## src/rtl/bootram_arbiter_pkg.sv

```systemverilog
// Shared types and constants for the two-requester boot RAM arbiter.
// Optional write protection of the CPU port is selected with BOOTRAM_WP_EN.
package bootram_pkg;

   localparam int BOOTRAM_ADDR_W = 11;
   localparam int BOOTRAM_LANES  = 4;

   typedef logic [1:0] state_t;
   localparam state_t IDLE   = 2'd0;
   localparam state_t ACCESS = 2'd1;
   localparam state_t DONE   = 2'd2;

   typedef enum logic {
      GNT_CPU = 1'b0,
      GNT_LDR = 1'b1
   } grant_t;

   function automatic grant_t other_grant(input grant_t g);
      return (g == GNT_CPU) ? GNT_LDR : GNT_CPU;
   endfunction

endpackage

```

## src/rtl/bootram_arbiter_if.sv

```systemverilog
// Native memory request port: valid/addr/wdata/wstrb in, ready/rdata back.
// One instance per requester (CPU bus, boot loader).
interface bootram_arbiter_if #(
   parameter int ADDR_W = 11
) ();
   logic              valid;
   logic [ADDR_W+1:0] addr;
   logic [31:0]       wdata;
   logic [3:0]        wstrb;
   logic              ready;
   logic [31:0]       rdata;

   modport master (output valid, addr, wdata, wstrb, input ready, rdata);
   modport slave  (input valid, addr, wdata, wstrb, output ready, rdata);
endinterface

```

## src/rtl/bootram_arbiter_rr_arb.sv

```systemverilog
// Two-way round-robin arbiter: a lone requester wins outright, a tie goes to
// whoever was not granted last.
module bootram_rr_arb
   import bootram_pkg::*;
(
   input  logic [1:0] req,
   input  grant_t     last_grant,
   output grant_t     grant
);

   always_comb begin
      grant = other_grant(last_grant);
      case (req)
         2'b01:   grant = GNT_CPU;
         2'b10:   grant = GNT_LDR;
         default: ;
      endcase
   end

endmodule

```

## src/rtl/bootram_arbiter.sv

```systemverilog
// Boot RAM arbiter: round-robin shares four 2Kx8 byte lanes between the CPU and
// the boot loader. Define BOOTRAM_WP_EN to turn CPU writes into no-op accesses.
module bootram_arbiter
   import bootram_pkg::*;
#(
   parameter int ADDR_W = BOOTRAM_ADDR_W,
   parameter int LANES  = BOOTRAM_LANES
) (
   input  logic               clk,
   input  logic               reset,
   bootram_arbiter_if.slave   cpu,
   bootram_arbiter_if.slave   ldr,
   output logic [LANES-1:0]   ram_ce,
   output logic [LANES-1:0]   ram_wre,
   output logic               ram_oce,
   output logic [ADDR_W-1:0]  ram_ad,
   output logic [8*LANES-1:0] ram_din,
   input  logic [8*LANES-1:0] ram_dout,
   output logic               busy,
   output logic               wp_err
);

   state_t state_reg;
   grant_t last_grant_reg;
   grant_t grant_reg;
   logic   is_read_reg;

   grant_t            arb_grant;
   logic [1:0]        req;
   logic [ADDR_W+1:0] sel_addr;
   logic [31:0]       sel_wdata;
   logic [3:0]        sel_wstrb;
   logic              sel_is_read;
   logic              wp_block_next;
   logic [LANES-1:0]  lane_ce_next;
   logic [LANES-1:0]  lane_we_next;
   logic              done;
   logic              unused_addr_bits;

   assign req = {ldr.valid, cpu.valid};

   bootram_rr_arb u_rr_arb (
      .req        (req),
      .last_grant (last_grant_reg),
      .grant      (arb_grant)
   );

   assign sel_addr    = (arb_grant == GNT_CPU) ? cpu.addr  : ldr.addr;
   assign sel_wdata   = (arb_grant == GNT_CPU) ? cpu.wdata : ldr.wdata;
   assign sel_wstrb   = (arb_grant == GNT_CPU) ? cpu.wstrb : ldr.wstrb;
   assign sel_is_read = (sel_wstrb == 4'h0);

   // Byte offset bits play no part in a word-wide access.
   assign unused_addr_bits = ^sel_addr[1:0];

`ifdef BOOTRAM_WP_EN
   logic wp_reg;

   assign wp_block_next = (arb_grant == GNT_CPU) && !sel_is_read;

   always_ff @(posedge clk) begin
      if (reset) begin
         wp_reg <= 1'b0;
      end else if (state_reg == IDLE && (|req)) begin
         wp_reg <= wp_block_next;
      end
   end

   assign wp_err = done && wp_reg;
`else
   assign wp_block_next = 1'b0;
   assign wp_err        = 1'b0;
`endif

   // A read enables every lane; a write enables only its strobed lanes.
   for (genvar gi = 0; gi < LANES; gi++) begin : g_lane
      assign lane_we_next[gi] = ~wp_block_next & sel_wstrb[gi];
      assign lane_ce_next[gi] = ~wp_block_next & (sel_is_read | sel_wstrb[gi]);
   end

   always_ff @(posedge clk) begin
      if (reset) begin
         state_reg      <= IDLE;
         last_grant_reg <= GNT_LDR;
         grant_reg      <= GNT_CPU;
         is_read_reg    <= 1'b0;
         ram_ce         <= '0;
         ram_wre        <= '0;
         ram_ad         <= '0;
         ram_din        <= '0;
      end else begin
         case (state_reg)
            IDLE: begin
               if (|req) begin
                  grant_reg      <= arb_grant;
                  last_grant_reg <= arb_grant;
                  is_read_reg    <= sel_is_read;
                  ram_ad         <= sel_addr[ADDR_W+1:2];
                  ram_din        <= sel_wdata;
                  ram_ce         <= lane_ce_next;
                  ram_wre        <= lane_we_next;
                  state_reg      <= ACCESS;
               end
            end
            ACCESS: begin
               ram_ce    <= '0;
               ram_wre   <= '0;
               state_reg <= DONE;
            end
            DONE: begin
               state_reg <= IDLE;
            end
            default: begin
               ram_ce    <= '0;
               ram_wre   <= '0;
               state_reg <= IDLE;
            end
         endcase
      end
   end

   // Lane data arrives during DONE, one cycle after the read strobe.
   assign done      = (state_reg == DONE);
   assign busy      = (state_reg != IDLE);
   assign ram_oce   = 1'b1;
   assign cpu.ready = done && (grant_reg == GNT_CPU);
   assign ldr.ready = done && (grant_reg == GNT_LDR);
   assign cpu.rdata = (cpu.ready && is_read_reg) ? ram_dout : 32'h0;
   assign ldr.rdata = (ldr.ready && is_read_reg) ? ram_dout : 32'h0;

endmodule

```

## src/flat_wrapper.sv

```systemverilog
// flat-port wrapper written by rule: the top's interface ports become plain ports
module bootram_arbiter_flat import bootram_pkg::*;
#(
   parameter int ADDR_W = BOOTRAM_ADDR_W,
   parameter int LANES  = BOOTRAM_LANES
)
  (clk, reset, ram_ce, ram_wre, ram_oce, ram_ad, ram_din, ram_dout, busy, wp_err, cpu_valid, cpu_addr, cpu_wdata, cpu_wstrb, cpu_ready, cpu_rdata, ldr_valid, ldr_addr, ldr_wdata, ldr_wstrb, ldr_ready, ldr_rdata);
  bootram_arbiter_if #(.ADDR_W(ADDR_W)) cpu_i ();
  bootram_arbiter_if #(.ADDR_W(ADDR_W)) ldr_i ();
  input  logic clk;
  input  logic reset;
  output logic [LANES-1:0] ram_ce;
  output logic [LANES-1:0] ram_wre;
  output logic ram_oce;
  output logic [ADDR_W-1:0] ram_ad;
  output logic [8*LANES-1:0] ram_din;
  input  logic [8*LANES-1:0] ram_dout;
  output logic busy;
  output logic wp_err;
  input wire logic [$bits(cpu_i.valid)-1:0] cpu_valid;
  input wire logic [$bits(cpu_i.addr)-1:0] cpu_addr;
  input wire logic [$bits(cpu_i.wdata)-1:0] cpu_wdata;
  input wire logic [$bits(cpu_i.wstrb)-1:0] cpu_wstrb;
  output wire logic [$bits(cpu_i.ready)-1:0] cpu_ready;
  output wire logic [$bits(cpu_i.rdata)-1:0] cpu_rdata;
  input wire logic [$bits(ldr_i.valid)-1:0] ldr_valid;
  input wire logic [$bits(ldr_i.addr)-1:0] ldr_addr;
  input wire logic [$bits(ldr_i.wdata)-1:0] ldr_wdata;
  input wire logic [$bits(ldr_i.wstrb)-1:0] ldr_wstrb;
  output wire logic [$bits(ldr_i.ready)-1:0] ldr_ready;
  output wire logic [$bits(ldr_i.rdata)-1:0] ldr_rdata;
  assign cpu_i.valid = cpu_valid;
  assign cpu_i.addr = cpu_addr;
  assign cpu_i.wdata = cpu_wdata;
  assign cpu_i.wstrb = cpu_wstrb;
  assign cpu_ready = cpu_i.ready;
  assign cpu_rdata = cpu_i.rdata;
  assign ldr_i.valid = ldr_valid;
  assign ldr_i.addr = ldr_addr;
  assign ldr_i.wdata = ldr_wdata;
  assign ldr_i.wstrb = ldr_wstrb;
  assign ldr_ready = ldr_i.ready;
  assign ldr_rdata = ldr_i.rdata;
  bootram_arbiter #(.ADDR_W(ADDR_W), .LANES(LANES)) u_core (.clk(clk), .reset(reset), .cpu(cpu_i), .ldr(ldr_i), .ram_ce(ram_ce), .ram_wre(ram_wre), .ram_oce(ram_oce), .ram_ad(ram_ad), .ram_din(ram_din), .ram_dout(ram_dout), .busy(busy), .wp_err(wp_err));
endmodule
```

## config.mk

```make
export PLATFORM = sky130hd
export DESIGN_NAME = bootram_arbiter_flat
export DESIGN_NICKNAME = d
export VERILOG_FILES = /design/src/rtl/bootram_arbiter_pkg.sv /design/src/rtl/bootram_arbiter_if.sv /design/src/rtl/bootram_arbiter_rr_arb.sv /design/src/rtl/bootram_arbiter.sv /design/src/flat_wrapper.sv
export SDC_FILE = /design/constraint.sdc
export NUM_CORES = 1
export LEC_CHECK = 0
export CELL_PAD_IN_SITES_DETAIL_PLACEMENT = 1
export CELL_PAD_IN_SITES_GLOBAL_PLACEMENT = 2
export CORE_ASPECT_RATIO = 0.9
export CORE_MARGIN = 1.5
export CORE_UTILIZATION = 18
export DETAILED_ROUTE_END_ITERATION = 8
export GPL_TIMING_DRIVEN = 0
export PLACE_DENSITY = 0.93
export SETUP_SLACK_MARGIN = 0.02
export SKIP_LAST_GASP = 1
export SLEW_MARGIN = 40
export SYNTH_ARGS = -nofsm -noshare
export SYNTH_HDL_FRONTEND = slang
export SYNTH_SLANG_ARGS = --single-unit
```

## constraint.sdc

```tcl
create_clock -name clk -period 5.3 [get_ports clk]
set_input_delay 1.06 -clock clk [delete_from_list [all_inputs] [get_ports clk]]
set_output_delay 1.06 -clock clk [all_outputs]
set_load 0.03 [all_outputs]
```

**Yosys cells after proc, flatten, opt, wreduce, memory -nomap -nowiden**

Cells that the tools add are included.

- Word-level logic and storage cells: 42
- Bits of input ports: 134
- Bits in registers: 56
- Output and inout bits: 120
- Bits in latches: 0
- ROM bits: 0
- Memories kept: 0
- RAM bits: 0

- Reductions and logical operators: 10
- Bitwise operators: 6
- $mul: 0
- Divide/modulo/power cells: 0
- Shift-type cells: 0
- Equal/unequal tests: 5
- Muxes and demuxes: 13
- Magnitude comparators: 0
- Add/subtract/negate cells: 0

Operators by type and width:

| operator | count |
|---|---|
| $mux W32 | 3 |
| $pmux W4 S2 | 2 |
| $mux W13 | 1 |
| $mux W4 | 3 |
| $eq A2 B1 Y1 const B | 2 |
| $eq A2 B2 Y1 const B | 2 |
| $logic_and A1 B1 Y1 | 4 |
| $logic_not A4 Y1 | 1 |
| $or A1 B1 Y1 | 4 |
| $pmux W2 S2 | 1 |
| $reduce_and A2 Y1 | 2 |
| $logic_not A2 Y1 | 1 |
| $mux W2 | 1 |
| $ne A2 B1 Y1 const B | 1 |
| $not A1 Y1 | 2 |
| $pmux W1 S2 | 1 |
| $reduce_bool A2 Y1 | 1 |
| $reduce_or A2 Y1 | 1 |
| $mux W1 | 1 |

**Depth between registers and ports, before layout**

- Depth in word-level cells: 7
- Depth in mapped cells: 8

**Hierarchy**

Synthesis repeated with hierarchy kept, for this count alone.

- Cells, all modules: 337
- Area total of the unflattened synthesis: 2980.4 sq um

Modules (own cells, without submodules):

| module | cells an instance | area an instance (sq um) | times used | sequential area each (sq um) |
|---|---|---|---|---|
| bootram_arbiter | 333 | 2950.3 | 1 | 1121.1 |
| bootram_rr_arb | 4 | 30.0 | 1 | 0.0 |

**Worst setup path before layout**

No wires, ideal clock.

- Path kind: input-to-reg
- Start: input ldr_valid
- End: register u_core.ram_din[10]
- Slack: 2.904 ns
- Library setup time: 0.089 ns
- Arrival time: 2.308 ns
- Buffers on the path: 2
- Stages: 8
- Cell sequence: inv_1 ha_1 or2_1 buf_6 nand2_4 buf_2 nand2_1 a311oi_2

- Word-level cells in the longest chain between the ends: 3
- Elaborated cells on any way between the ends: 6
- Classes of those cells: 2 x eq/ne; 2 x mux; 2 x reduce/logical

Ends and longest elaborated chain:

| what | RTL line | source |
|---|---|---|
| start, declared | flat_wrapper.sv:26 | `input wire logic [$bits(ldr_i.valid)-1:0] ldr_valid;` |
| $eq A2 B2 Y1 / $eq A2 B1 Y1 (equally long branches) | bootram_arbiter_rr_arb.sv:13 | `case (req)` |
| $pmux W1 S2 | bootram_arbiter_rr_arb.sv:13 |  |
| $mux W32 | bootram_arbiter.sv:49 | `assign sel_wdata = (arb_grant == GNT_CPU) ? cpu.wdata : ldr.wdata;` |
| end signal, assigned | bootram_arbiter.sv:99 | `ram_din <= sel_wdata;` |
| end, declared | bootram_arbiter.sv:17 | `output logic [8*LANES-1:0] ram_din,` |

Parallel ways exist; a longest one is shown, timed or not.
A chain may end at the register's enable or synchronous reset.

**Final worst setup path**

- Start: register u_core.state_reg[1]
- End: output cpu_rdata[14]

- Word-level cells in the longest chain between the ends: 4

Ends and longest elaborated chain:

| what | RTL line | source |
|---|---|---|
| start, declared | bootram_arbiter.sv:23 | `state_t state_reg;` |
| start signal, assigned | bootram_arbiter.sv:83 | `state_reg <= IDLE;` |
| start signal, assigned | bootram_arbiter.sv:102 | `state_reg <= ACCESS;` |
| start signal, assigned | bootram_arbiter.sv:108 | `state_reg <= DONE;` |
| $eq A2 B2 Y1 | bootram_arbiter.sv:123 | `assign done = (state_reg == DONE);` |
| $logic_and A1 B1 Y1 | bootram_arbiter.sv:126 | `assign cpu.ready = done && (grant_reg == GNT_CPU);` |
| $logic_and A1 B1 Y1 | bootram_arbiter.sv:128 | `assign cpu.rdata = (cpu.ready && is_read_reg) ? ram_dout : 32'h0;` |
| $mux W32 | bootram_arbiter.sv:128 |  |
| end, declared | flat_wrapper.sv:25 | `output wire logic [$bits(cpu_i.rdata)-1:0] cpu_rdata;` |

Every way passes these cells.

==> flow_summary.yaml <==
clock_tree:
  clock-sinks: 56
  tritoncts: "done"
  cts_buffer_depth: 2
  clk_latency_ps: 310
  clk_pin_slew_ps: 80
  cts.repair.resized: 0
  hold_buffers: 0
  numCtsBuffers: 5
  cts_setup_buffers: 0
  cts_root_buffer: "clkbuf_16"
  htree_levels: 2
final_layout:
  final_nets: 788
  filler_cell_count: 2096
  regMostFlops: "u_core.ram_din"
  largest_reg_flops: 32
  n_antenna_cell: 0
  utilization_pct: 35.1
  largestRegisters: "u_core.ram_din x32, u_core.ram_ad x11"
  final_common_cell: "clkdlybuf4s50_1"
  drive_above_1_share_pct: 12.6
  syn_to_final_growth_pct: 88.1
  final_cell_mix: "clkdlybuf4s50_1 (246), nand2_1 (94), and2_1 (67), dfxtp_1 (56), nor2_1 (51)"
synth:
  synth_top_area_share_pct: 33.7
  synth_compound_area_share_pct: 24.8
  synth_top_family_by_area: "simple AND/OR/NAND/NOR gates"
  yosys.area_share.simple_pct: 33.4
  synth.area.top_cells: "dfxtp_1 (34%), a311oi_2 (19%), and2_1 (13%), nand2_1 (11%), nor2_1 (5.7%)"
  synth_adder_area_share_pct: 0.751
  synth_xor_area_share_pct: 0
  ys_seq_area_share_pct: 33.7
  synthCells: 399
  synthesis.nets: 535
  synth_area_leader_cell: "dfxtp_1"
  muxShareOfSynthArea_pct: 0
  syn_avg_cell_area_sq_um: 8.35
  syn_area_sq_um: 3330
  synth_cell_types: 33
  synth_seq_cells: 56
  yosysWarnings: 0
power:
  peakVddDrop_mv: 0.133
  p_sw_w: 0.000504
  powerDensity_nw_per_um2: 234
  p_sw_share_pct: 34.5
  intPower_w: 0.000959
  total_power_w: 0.00146
  clockPowerShare_pct: 27.3
  p_comb_share_pct: 38.5
  leakagePower_nw: 2.34
  p_seq_share_pct: 34.1
route:
  wl_microns: 14200
  dr.pass1.iters: 4
  wl_per_cell_microns: 15.9
  drt-vias-per-instance: 4.21
  drt_iter0_markers: 125
  drc: 0
  num_vias: 3761
  ant_nets: 0
timing:
  setup_violations: 0
  setup_ws_ps: 1710
  skew_ps: 14.4
  period_needed_ps: 3590
  whs_ps: 469
  max_slew_margin_pct: 47.9
  rsz0062_at_grt: "no"
  fmax_mhz: 278
  finalHoldViolCount: 0
  worst_pin_slew_ps: 782
  maxSlewViolCount: 0
  period_share_pct: 67.8
  setup_tns_ps: 0
floorplan:
  start_util_pct: 18.7
  die_area_sq_um: 19300
  ios: 254
  rows: 46
  fp.dieH_microns: 132
  die_w_microns: 146
  core_area_sq_um: 17800
global_route:
  antenna_found_initial: 0
  grt_first_pass_wirelength_microns: 22000
  grtUsageTotal_pct: 14.4
  grt_start_max_net_pins: 19
  globalRouteOverflowTotal: 0
  grt_pass1_vias: 3855
placed_design:
  io_buffers: 246
  pre_cts_slack_ps: 1870
  hpwl_microns: 11500
  finalWeightedCongestion: 0.778
setup_path:
  worstPathRequired_ps: 4240
  path_max_fanout: 10
  rrSetupSlack_ps: 3690
  critPathKind: "reg2out"
  worstSetupEndpointType: "output pin"
  crit_arrival_ps: 2530
  cp-start-kind: "register"
worst_hold_path:
  hold_path.class: "reg2reg"
flow_run:
  cap_violations: 0
status:
  status: "finished, final reports clean"
path summary, 6_finish.rpt:
check / startpoint / end / cells past startpoint
setup / recovery: u_core.state_reg[1] / cpu_rdata[14] / 6
hold / removal: u_core.ram_wre[2] / u_core.ram_wre[2] / 2
setup reg to reg: u_core.last_grant_reg / u_core.ram_din[22] / 6
hold reg to reg: u_core.ram_wre[2] / u_core.ram_wre[2] / 2
cell families after synthesis:
family                   after synthesis
AND/OR/NAND/NOR                      233
AO/OA/AOI/OAI                         67
flip-flops                            56
buffers and inverters                 39
adder cells (fa/ha/maj)                2
other                                  2
per-stage QoR:
| step | cell area, sq um | instances |
|---|---|---|
| after global routing | 6260 | 893 |
| final | 6260 | 893 |
| after floorplan | 3330 | 399 |
| after CTS | 6260 | 893 |
| after global placement | 6090 | 885 |
| after detailed placement | 6090 | 885 |
worst max-delay path, stage by stage, from the launching register on:
cell	delay [ps]
dfxtp_1	390
nor2b_1	250
nand2_1	80
nor2_1	280
clkbuf_1	340
and2_1	190
clkdlybuf4s50_1	680
cells in the mapped netlist:
| library cell | number |
|---|---|
| nor2b_1 | 2 |
| conb_1 | 2 |
| ha_1 | 2 |
| nor3_1 | 4 |
| dfxtp_1 | 56 |
| nor3b_1 | 3 |
| nand3_1 | 3 |
| buf_1 | 1 |
| o21ai_0 | 5 |
| and2_1 | 67 |
| a31oi_1 | 1 |
| a2111oi_2 | 2 |
| nand4_1 | 1 |
| nand2_4 | 1 |
| a21oi_1 | 6 |
| a221o_1 | 2 |
| clkbuf_1 | 9 |
| or2_1 | 2 |
| inv_1 | 5 |
| a32o_1 | 3 |
| or3_4 | 1 |
| nor2_1 | 51 |
| buf_4 | 7 |
| buf_6 | 7 |
| a31o_2 | 1 |
| and3_1 | 2 |
| nand2_1 | 94 |
| a311oi_2 | 43 |
| a21o_1 | 2 |
| nor2_2 | 1 |
| o211ai_1 | 2 |
| nor2_8 | 1 |
| buf_2 | 10 |
metal layers:
layer | part of all wire, % | up-vias | track usage, %
met5 | 0 | - | 0
met4 | 0.63 | 0 | 2.53
met3 | 5.6 | 7 | 3.49
met2 | 50 | 109 | 25.5
met1 | 44 | 1785 | 17.9
li1 | - | 1860 | -
power groups by stage:
stage,Clock (W),Sequential (W),Combinational [W]
after global placement,0,0.000507,0.000566
after CTS,0.000415,0.000500,0.000572
after floorplan,0,0.000597,0.000221
after detailed placement,0,0.000510,0.000571
after global routing,0.000433,0.000506,0.000603
final,0.000400,0.000500,0.000563
area by class of cell:
cell class	instances	area [sq um]	share of cell area (%)
multi-input cells	304	1970	31.5
clock buffers	5	125	2.00
well taps	240	300	4.79
flip-flops and latches	56	1120	17.9
plain buffers	34	219	3.50
repair buffers	246	2460	39.3
clock inverters	3	46.3	0.739
inverters	5	18.8	0.300
No activity file was read; power rests on OpenSTA's default activity.
